==> config.mk <==
export PLATFORM = sky130hd
export DESIGN_NAME = byte_stacker
export DESIGN_NICKNAME = d
export VERILOG_FILES = /design/src/rtl/byte_stacker.sv
export SDC_FILE = /design/constraint.sdc
export NUM_CORES = 1
export LEC_CHECK = 0
export ABC_AREA = 1
export ABC_CLOCK_PERIOD_IN_PS = 1550
export CORE_ASPECT_RATIO = 0.6
export CORE_UTILIZATION = 51
export CTS_CLUSTER_DIAMETER = 200
export DETAILED_ROUTE_END_ITERATION = 8
export PLACE_DENSITY = 0.78
export SLEW_MARGIN = 10
export SYNTH_ARGS = -nofsm -noshare
export SYNTH_HDL_FRONTEND = slang
export SYNTH_SLANG_ARGS = --single-unit
export TNS_END_PERCENT = 5
==> constraint.sdc <==
create_clock -name clk_i -period 1.55 [get_ports clk_i]
set_input_delay 0.31 -clock clk_i [delete_from_list [all_inputs] [get_ports clk_i]]
set_output_delay 0.31 -clock clk_i [all_outputs]
set_load 0.005 [all_outputs]
==> src/rtl/byte_stacker.sv <==
// Gathers four 32-bit words into one 128-bit block, first word in the MSBs.
// last_i closes a block early with zero padding; a second block can park while the output is held.
module byte_stacker (
  input  logic         clk_i,
  input  logic         rst_i,
  input  logic         clr_i,
  input  logic         enable_i,
  input  logic         valid_i,
  output logic         ready_o,
  input  logic [31:0]  word_i,
  input  logic         last_i,
  output logic         valid_o,
  input  logic         ready_i,
  output logic [127:0] word_o,
  output logic         last_o
);

  logic [127:0] stack_r;
  logic [1:0]   cnt_r;
  logic         full_r;
  logic         lastpend_r;

  logic [127:0] stack_wr;
  logic [127:0] block;
  logic         accept;
  logic         take;
  logic         closing;
  logic         out_free;

  assign ready_o  = enable_i & ~full_r;
  assign accept   = valid_i & ready_o;
  assign take     = valid_o & ready_i;
  assign out_free = ~valid_o | take;
  assign closing  = accept & ((cnt_r == 2'd3) | last_i);

  // Lanes above the incoming word are forced to zero so a short block is padded.
  always_comb begin
    stack_wr = stack_r;
    block    = '0;
    for (int k = 0; k < 4; k++) begin
      if (2'(k) == cnt_r) stack_wr[127-32*k -: 32] = word_i;
      if (2'(k) <= cnt_r) block[127-32*k -: 32] = stack_wr[127-32*k -: 32];
    end
  end

  always_ff @(posedge clk_i) begin
    if (rst_i || clr_i) begin
      stack_r    <= '0;
      cnt_r      <= '0;
      full_r     <= 1'b0;
      lastpend_r <= 1'b0;
      word_o     <= '0;
      last_o     <= 1'b0;
      valid_o    <= 1'b0;
    end else if (enable_i && full_r && out_free) begin
      // Parked block moves out; no accept can coincide because ready_o is low.
      word_o     <= stack_r;
      last_o     <= lastpend_r;
      valid_o    <= 1'b1;
      full_r     <= 1'b0;
      lastpend_r <= 1'b0;
      stack_r    <= '0;
    end else if (closing && out_free) begin
      word_o  <= block;
      last_o  <= last_i;
      valid_o <= 1'b1;
      cnt_r   <= '0;
      stack_r <= '0;
    end else begin
      if (take) valid_o <= 1'b0;
      if (closing) begin
        stack_r    <= block;
        full_r     <= 1'b1;
        lastpend_r <= last_i;
        cnt_r      <= '0;
      end else if (accept) begin
        stack_r <= stack_wr;
        cnt_r   <= cnt_r + 2'd1;
      end
    end
  end

endmodule

==> results.json, run 1 <==
{
  "async_flop_share_pct": 0,
  "synth_cell_type_count": 22,
  "vdd.ir_drop.worst_uv": 715,
  "r2r_start": "full_r$_SDFFE_PP0P_",
  "detail-route-antenna-nets": 0,
  "fraction_of_layout_cells_with_a_size_suffix_above_1_pct": 13.8,
  "run_status": "finished, violations left",
  "clkSinkCount": 262,
  "hold_viol": 0,
  "achievable-frequency_mhz": 611,
  "first_pass_detailed_route_iteration_total": 8,
  "wl_per_cell_um": 17.0,
  "tightestPinTransition_ns": 0.388,
  "ctsLongestPathBuffers": 3,
  "critical_path_class": "register to primary output",
  "min_from": "stack_r[114]$_SDFFE_PP0P_",
  "layout_commonest_cell": "sky130_fd_sc_hd__nand2_1",
  "maxCapViolCount": 0,
  "critical_path_arrival_ns": 1.33,
  "dp_hpwl_mm": 27.8,
  "boundaryPins": 170,
  "critical_path.max_fanout": 2,
  "die_width_um": 210,
  "number_of_cts_inserted_buffers": 25,
  "die_height_um": 127,
  "ctsHoldBuffers": 0,
  "timing.setup.tns_ns": -5.59,
  "io_buffer_count": 169,
  "worstSetupStartpointType": "register",
  "cts.clk_slew.worst_paths_ns": 0.07,
  "route.vias.total": 14800,
  "hp-class": "register to register",
  "grt_remaining_overflow": 0,
  "design.core.area_um2": 25400,
  "ys_warn_count": 0,
  "initial_antenna_violation_count": 0,
  "setup_ws_ns": -0.0869,
  "die_area_um2": 26700,
  "detail_route.wirelength_mm": 46.8,
  "groute.usage.overall_pct": 32.0,
  "crit_required_ns": 1.24,
  "element_type_at_the_critical_path_end": "primary output",
  "pin_count_of_the_biggest_net_entering_global_routing": 53,
  "synth.cell_area_um2": 13300,
  "clock_skew_ns": 0.00948,
  "syn-instance-count": 2204,
  "synth-main-ff-cell": "sky130_fd_sc_hd__dfxtp_1",
  "power.static_leakage_uw": 0.00916,
  "cts.htree.levels": 1,
  "min_period_over_period_pct": 106,
  "synth-seq-area-share_pct": 39.4,
  "maxSlewHeadroom_pct": 74.1,
  "hold_slack_ns": 0.477,
  "syn_nets": 2248,
  "cts_root_buffer": "sky130_fd_sc_hd__clkbuf_16",
  "via_per_inst": 5.36,
  "worstSkewPairLatency_ns": 0.54,
  "synth_area_per_cell_um2": 6.03,
  "post_synth_edffs": 0,
  "drt_drc_violations_left": 0,
  "initial_utilization_pct": 52.3,
  "nets": 2425,
  "most-common-layout-cells": "887 x sky130_fd_sc_hd__nand2_1, 247 x sky130_fd_sc_hd__nor2_1, 213 x sky130_fd_sc_hd__dfxtp_1",
  "failed_checks": "setup timing",
  "report.final.slew_viol_count": 0,
  "grt_first_pass_wirelength_mm": 68.4,
  "period_minus_slack_ns": 1.64,
  "synthToLayoutAreaGrowth_pct": 34.8,
  "first_global_vias": 13100,
  "ys_ff_latch": 262,
  "placementRows": 45,
  "gp_congestion": 0.972,
  "detailed_router_s_first_iteration_violation_count": 1984,
  "powerDensity_nw_per_um2": 864,
  "setup_viol_count_final": 215,
  "fillCellCount": 2077,
  "grt_setup_unrepaired": "true",
  "crit_path_start": "full_r$_SDFFE_PP0P_",
  "tritoncts_clock_tree": "built"
}
report_power, final:
part	switching, µW	internal (µW)	total, µW
Combinational	1070	734	1800
Sequential	61.6	6830	6890
Clock	2790	4010	6800
area by class of cell:
type	count	area (µm²)	area share, %
multi-input cells	1579	6910	38.6
flip-flops and latches	262	5310	29.6
repair buffers	304	3550	19.8
inverters	209	816	4.55
clock buffers	31	698	3.90
well taps	352	440	2.46
clock inverters	13	193	1.08
diodes	2	5.00	0.0279
per-stage QoR:
| step | total power [µW] | cell area (µm²) | worst slack, ns | instances | util (%) |
|---|---|---|---|---|---|
| after global routing | 15900 | 17900 | -0.131 | 2750 | 70.4 |
| after detailed placement | 8600 | 16100 | -0.553 | 2681 | 63.1 |
| after global placement | 8580 | 16100 | -0.550 | 2681 | 63.1 |
| after CTS | 15300 | 17200 | -0.147 | 2732 | 67.5 |
| after floorplan | 7810 | 13300 | -0.0250 | 2204 | - |
| final | 15500 | 17900 | -0.0869 | 2752 | 70.4 |
metal layers:
| metal | wire length, µm | global-route usage [%] | vias to the layer above |
|---|---|---|---|
| met1 | 18800 | 43.8 | 6637 |
| met2 | 19600 | 47.3 | 877 |
| met3 | 6100 | 7.79 | 160 |
| li1 | - | - | 7087 |
| met4 | 2270 | 15.3 | 0 |
| met5 | 0 | 0 | - |
logic make-up after synthesis:
family | share of synthesized area, %
buffers and inverters | 11.7
AO/OA/AOI/OAI | 6.81
adder cells (fa/ha/maj) | 0.470
AND/OR/NAND/NOR | 41.6
flip-flops | 39.4
timing repair:
item / 4_1_cts / 5_1_grt
resized for setup: 233 / 127
gates cloned: 5 / 11
setup endpoints to repair: 388 / 257
pin swaps: 15 / 16
buffers inserted: 2 / 7
registers in the layout (all words and copies together), names as in the netlist:
register and flops:
stack_r 128, valid_o 1, word_o 128, cnt_r 2, full_r 1, lastpend_r 1, last_o 1
worst max-delay path, cell delays in order (launching register included):
cell and delay (ns):
sky130_fd_sc_hd__dfxtp_4 0.36, sky130_fd_sc_hd__buf_12 0.12, sky130_fd_sc_hd__nor2_4 0.10, sky130_fd_sc_hd__buf_4 0.11
sky130_fd_sc_hd__buf_4 0.09
path summary, 6_finish.rpt:
path                            depth (start not counted)                   endpoint  slack [ns]
worst max-delay path                                    4                    ready_o       -0.09
worst min-delay path                                    2  stack_r[114]$_SDFFE_PP0P_        0.48
worst max register to register                         10    word_o[48]$_SDFFE_PP0P_       -0.07
worst min register to register                          2  stack_r[114]$_SDFFE_PP0P_        0.48
cell usage after synthesis, types with 3 or more instances:
cell type / number / area [µm²]
sky130_fd_sc_hd__nand2_1: 906 / 3400
sky130_fd_sc_hd__nor2_1: 296 / 1110
sky130_fd_sc_hd__dfxtp_1: 262 / 5250
sky130_fd_sc_hd__inv_1: 205 / 769
sky130_fd_sc_hd__nand3_1: 193 / 966
sky130_fd_sc_hd__a21oi_1: 100 / 500
sky130_fd_sc_hd__buf_2: 84 / 420
sky130_fd_sc_hd__clkbuf_1: 53 / 199
sky130_fd_sc_hd__o21ai_0: 33 / 165
sky130_fd_sc_hd__o22ai_1: 32 / 200
sky130_fd_sc_hd__buf_6: 8 / 90.1
sky130_fd_sc_hd__buf_1: 5 / 18.8
sky130_fd_sc_hd__buf_4: 5 / 37.5
sky130_fd_sc_hd__ha_1: 5 / 62.6
sky130_fd_sc_hd__inv_2: 4 / 15.0
sky130_fd_sc_hd__nand2_2: 3 / 18.8
No activity file was read; power rests on OpenSTA's default activity.
==> run 2: changes to the inputs <==
Settings changed: CORE_ASPECT_RATIO 0.6 to unset.
==> results.json, run 2 (same netlist as run 1, synthesis figures left out) <==
{
  "detailedPlace.worstSlack_ns": -0.489,
  "timing.setup.tns_ns": -1.63,
  "grt_remaining_overflow": 0,
  "crit_required_ns": 2.03,
  "ctsHoldBuffers": 0,
  "boundaryPins": 170,
  "grt_setup_unrepaired": "true",
  "ctsLongestPathBuffers": 3,
  "final_cells": 2743,
  "design.core.area_um2": 25400,
  "dp_hpwl_mm": 27.4,
  "min_period_over_period_pct": 105,
  "largest_registers": "stack_r: 128 flops, word_o: 128 flops, cnt_r: 2 flops",
  "placedCellCount": 2672,
  "die_area_um2": 26700,
  "die_width_um": 163,
  "cts.clk_slew.worst_paths_ns": 0.06,
  "tritoncts_clock_tree": "built",
  "wl_per_cell_um": 16.9,
  "critical_path_class": "register to register",
  "initial_utilization_pct": 52.4,
  "maxSlewHeadroom_pct": 74.0,
  "tightestPinTransition_ns": 0.391,
  "critical_path.max_fanout": 19,
  "fraction_of_layout_cells_with_a_size_suffix_above_1_pct": 12.0,
  "cts_root_buffer": "sky130_fd_sc_hd__clkbuf_16",
  "report.final.slew_viol_count": 0,
  "groute.usage.overall_pct": 32.5,
  "nets": 2435,
  "cts.htree.levels": 1,
  "failed_checks": "setup timing",
  "most-common-layout-cells": "899 x sky130_fd_sc_hd__nand2_1, 281 x sky130_fd_sc_hd__nor2_1, 219 x sky130_fd_sc_hd__dfxtp_1",
  "run_status": "finished, violations left",
  "power.static_leakage_uw": 0.00922,
  "first_global_vias": 13700,
  "crit_path_top_delay_cell": "sky130_fd_sc_hd__dfxtp_4",
  "detailed_router_s_first_iteration_violation_count": 1746,
  "path_cells": "inv_1 > ha_2 > buf_4 > nand2_1 > nand2_1 > nand3_1 > nand2_1 > nor2_1 > nor2_1",
  "clock_skew_ns": 0.0100,
  "finalInstanceArea_um2": 17900,
  "powerDensity_nw_per_um2": 872,
  "clkSinkCount": 262,
  "placementRows": 58,
  "worstSetupStartpointType": "register",
  "maxCapViolCount": 0,
  "number_of_cts_inserted_buffers": 28,
  "fillCellCount": 2064,
  "timing.critical_path.mode_cell": "sky130_fd_sc_hd__nand2_1",
  "critical_path_arrival_ns": 2.11,
  "die_height_um": 163,
  "pin_count_of_the_biggest_net_entering_global_routing": 44,
  "setup_ws_ns": -0.0828,
  "gp_congestion": 0.914,
  "route.vias.total": 15000,
  "drt_drc_violations_left": 0,
  "period_minus_slack_ns": 1.63,
  "element_type_at_the_critical_path_end": "register",
  "vdd.ir_drop.worst_uv": 601,
  "initial_antenna_violation_count": 1,
  "layout_commonest_cell": "sky130_fd_sc_hd__nand2_1",
  "detail_route.wirelength_mm": 46.3,
  "worstSkewPairLatency_ns": 0.55,
  "synthToLayoutAreaGrowth_pct": 34.5,
  "achievable-frequency_mhz": 612,
  "fin_total_pwr_uw": 15600,
  "grt_first_pass_wirelength_mm": 69.0,
  "via_per_inst": 5.46,
  "detailed_place.area_um2": 16300,
  "hp-class": "register to register",
  "first_pass_detailed_route_iteration_total": 9,
  "hold_viol": 0,
  "worst_path_largest_cell_delay_ns": 0.36,
  "io_buffer_count": 169,
  "detail-route-antenna-nets": 0,
  "setup_viol_count_final": 83
}
-- run 2: cell types whose count changed in the layout (fill, tap and decap cells not counted), sizes merged --
cell           before  now
nand2             910  909
bufinv              5    2
clkinvlp            1    0
diode               2    1
clkbuf             41   53
clkdlybuf4s15       0    1
dlygate4sd2       130  129
buf               126  133
-- run 2: timing repair --
item	in CTS	in global routing
pin swaps	3	15
setup endpoints to repair	384	258
buffers inserted	1	3
resized for setup	218	78
cloned	2	13
-- run 2: critical path: cells and delay by family, from the launching register on --
kind | cells | cell delay [ns]
fa+ha+maj | 1 | 0.23
buf+inv | 2 | 0.37
flops | 1 | 0.36
simple gates | 6 | 0.60
-- run 2: final cells by class --
cell class | count | area (µm²) | area share, %
multi-input combinational | 1578 | 6770 | 37.8
clock inverter | 9 | 95.1 | 0.532
inverter | 209 | 801 | 4.48
sequential | 262 | 5310 | 29.7
antenna | 1 | 2.50 | 0.0140
tap | 330 | 413 | 2.31
clock buffer | 42 | 855 | 4.78
timing repair buffer | 312 | 3640 | 20.4
-- run 2: final timing paths --
kind,from,end,depth (start not counted),slack (ns)
max,cnt_r[0]$_SDFFE_PP0P_,word_o[60]$_SDFFE_PP0P_,9,-0.08
min reg2reg,stack_r[101]$_SDFFE_PP0P_,stack_r[101]$_SDFFE_PP0P_,2,0.48
max reg2reg,cnt_r[0]$_SDFFE_PP0P_,word_o[60]$_SDFFE_PP0P_,9,-0.08
min,stack_r[101]$_SDFFE_PP0P_,stack_r[101]$_SDFFE_PP0P_,2,0.48
-- run 2: stage by stage --
| step | utilization [%] | hold WS [ns] |
|---|---|---|
| 6_report | 70.4 | 0.477 |
| 5_1_grt | 70.4 | 0.498 |
| 4_1_cts | 68.3 | 0.479 |
| 3_5_place_dp | 64.2 | 0.469 |
| 3_3_place_gp | 64.2 | 0.461 |
| 2_1_floorplan | - | 0.452 |
-- run 2: where the power goes --
group | leakage (µW) | total [µW] | internal, µW | switching, µW
registers | 0.00214 | 6890 | 6830 | 63.0
clock network | 0.000476 | 6930 | 4120 | 2820
logic | 0.00660 | 1770 | 720 | 1050
total | 0.00922 | 15600 | 11700 | 3930
-- run 2: per-layer routing --
layer / vias up / track usage (%) / wire, µm
met5: - / 0 / 0
met4: 0 / 21.5 / 2950
met3: 180 / 7.06 / 5430
met2: 906 / 50.9 / 20600
met1: 6797 / 40.0 / 17400
li1: 7095 / - / -
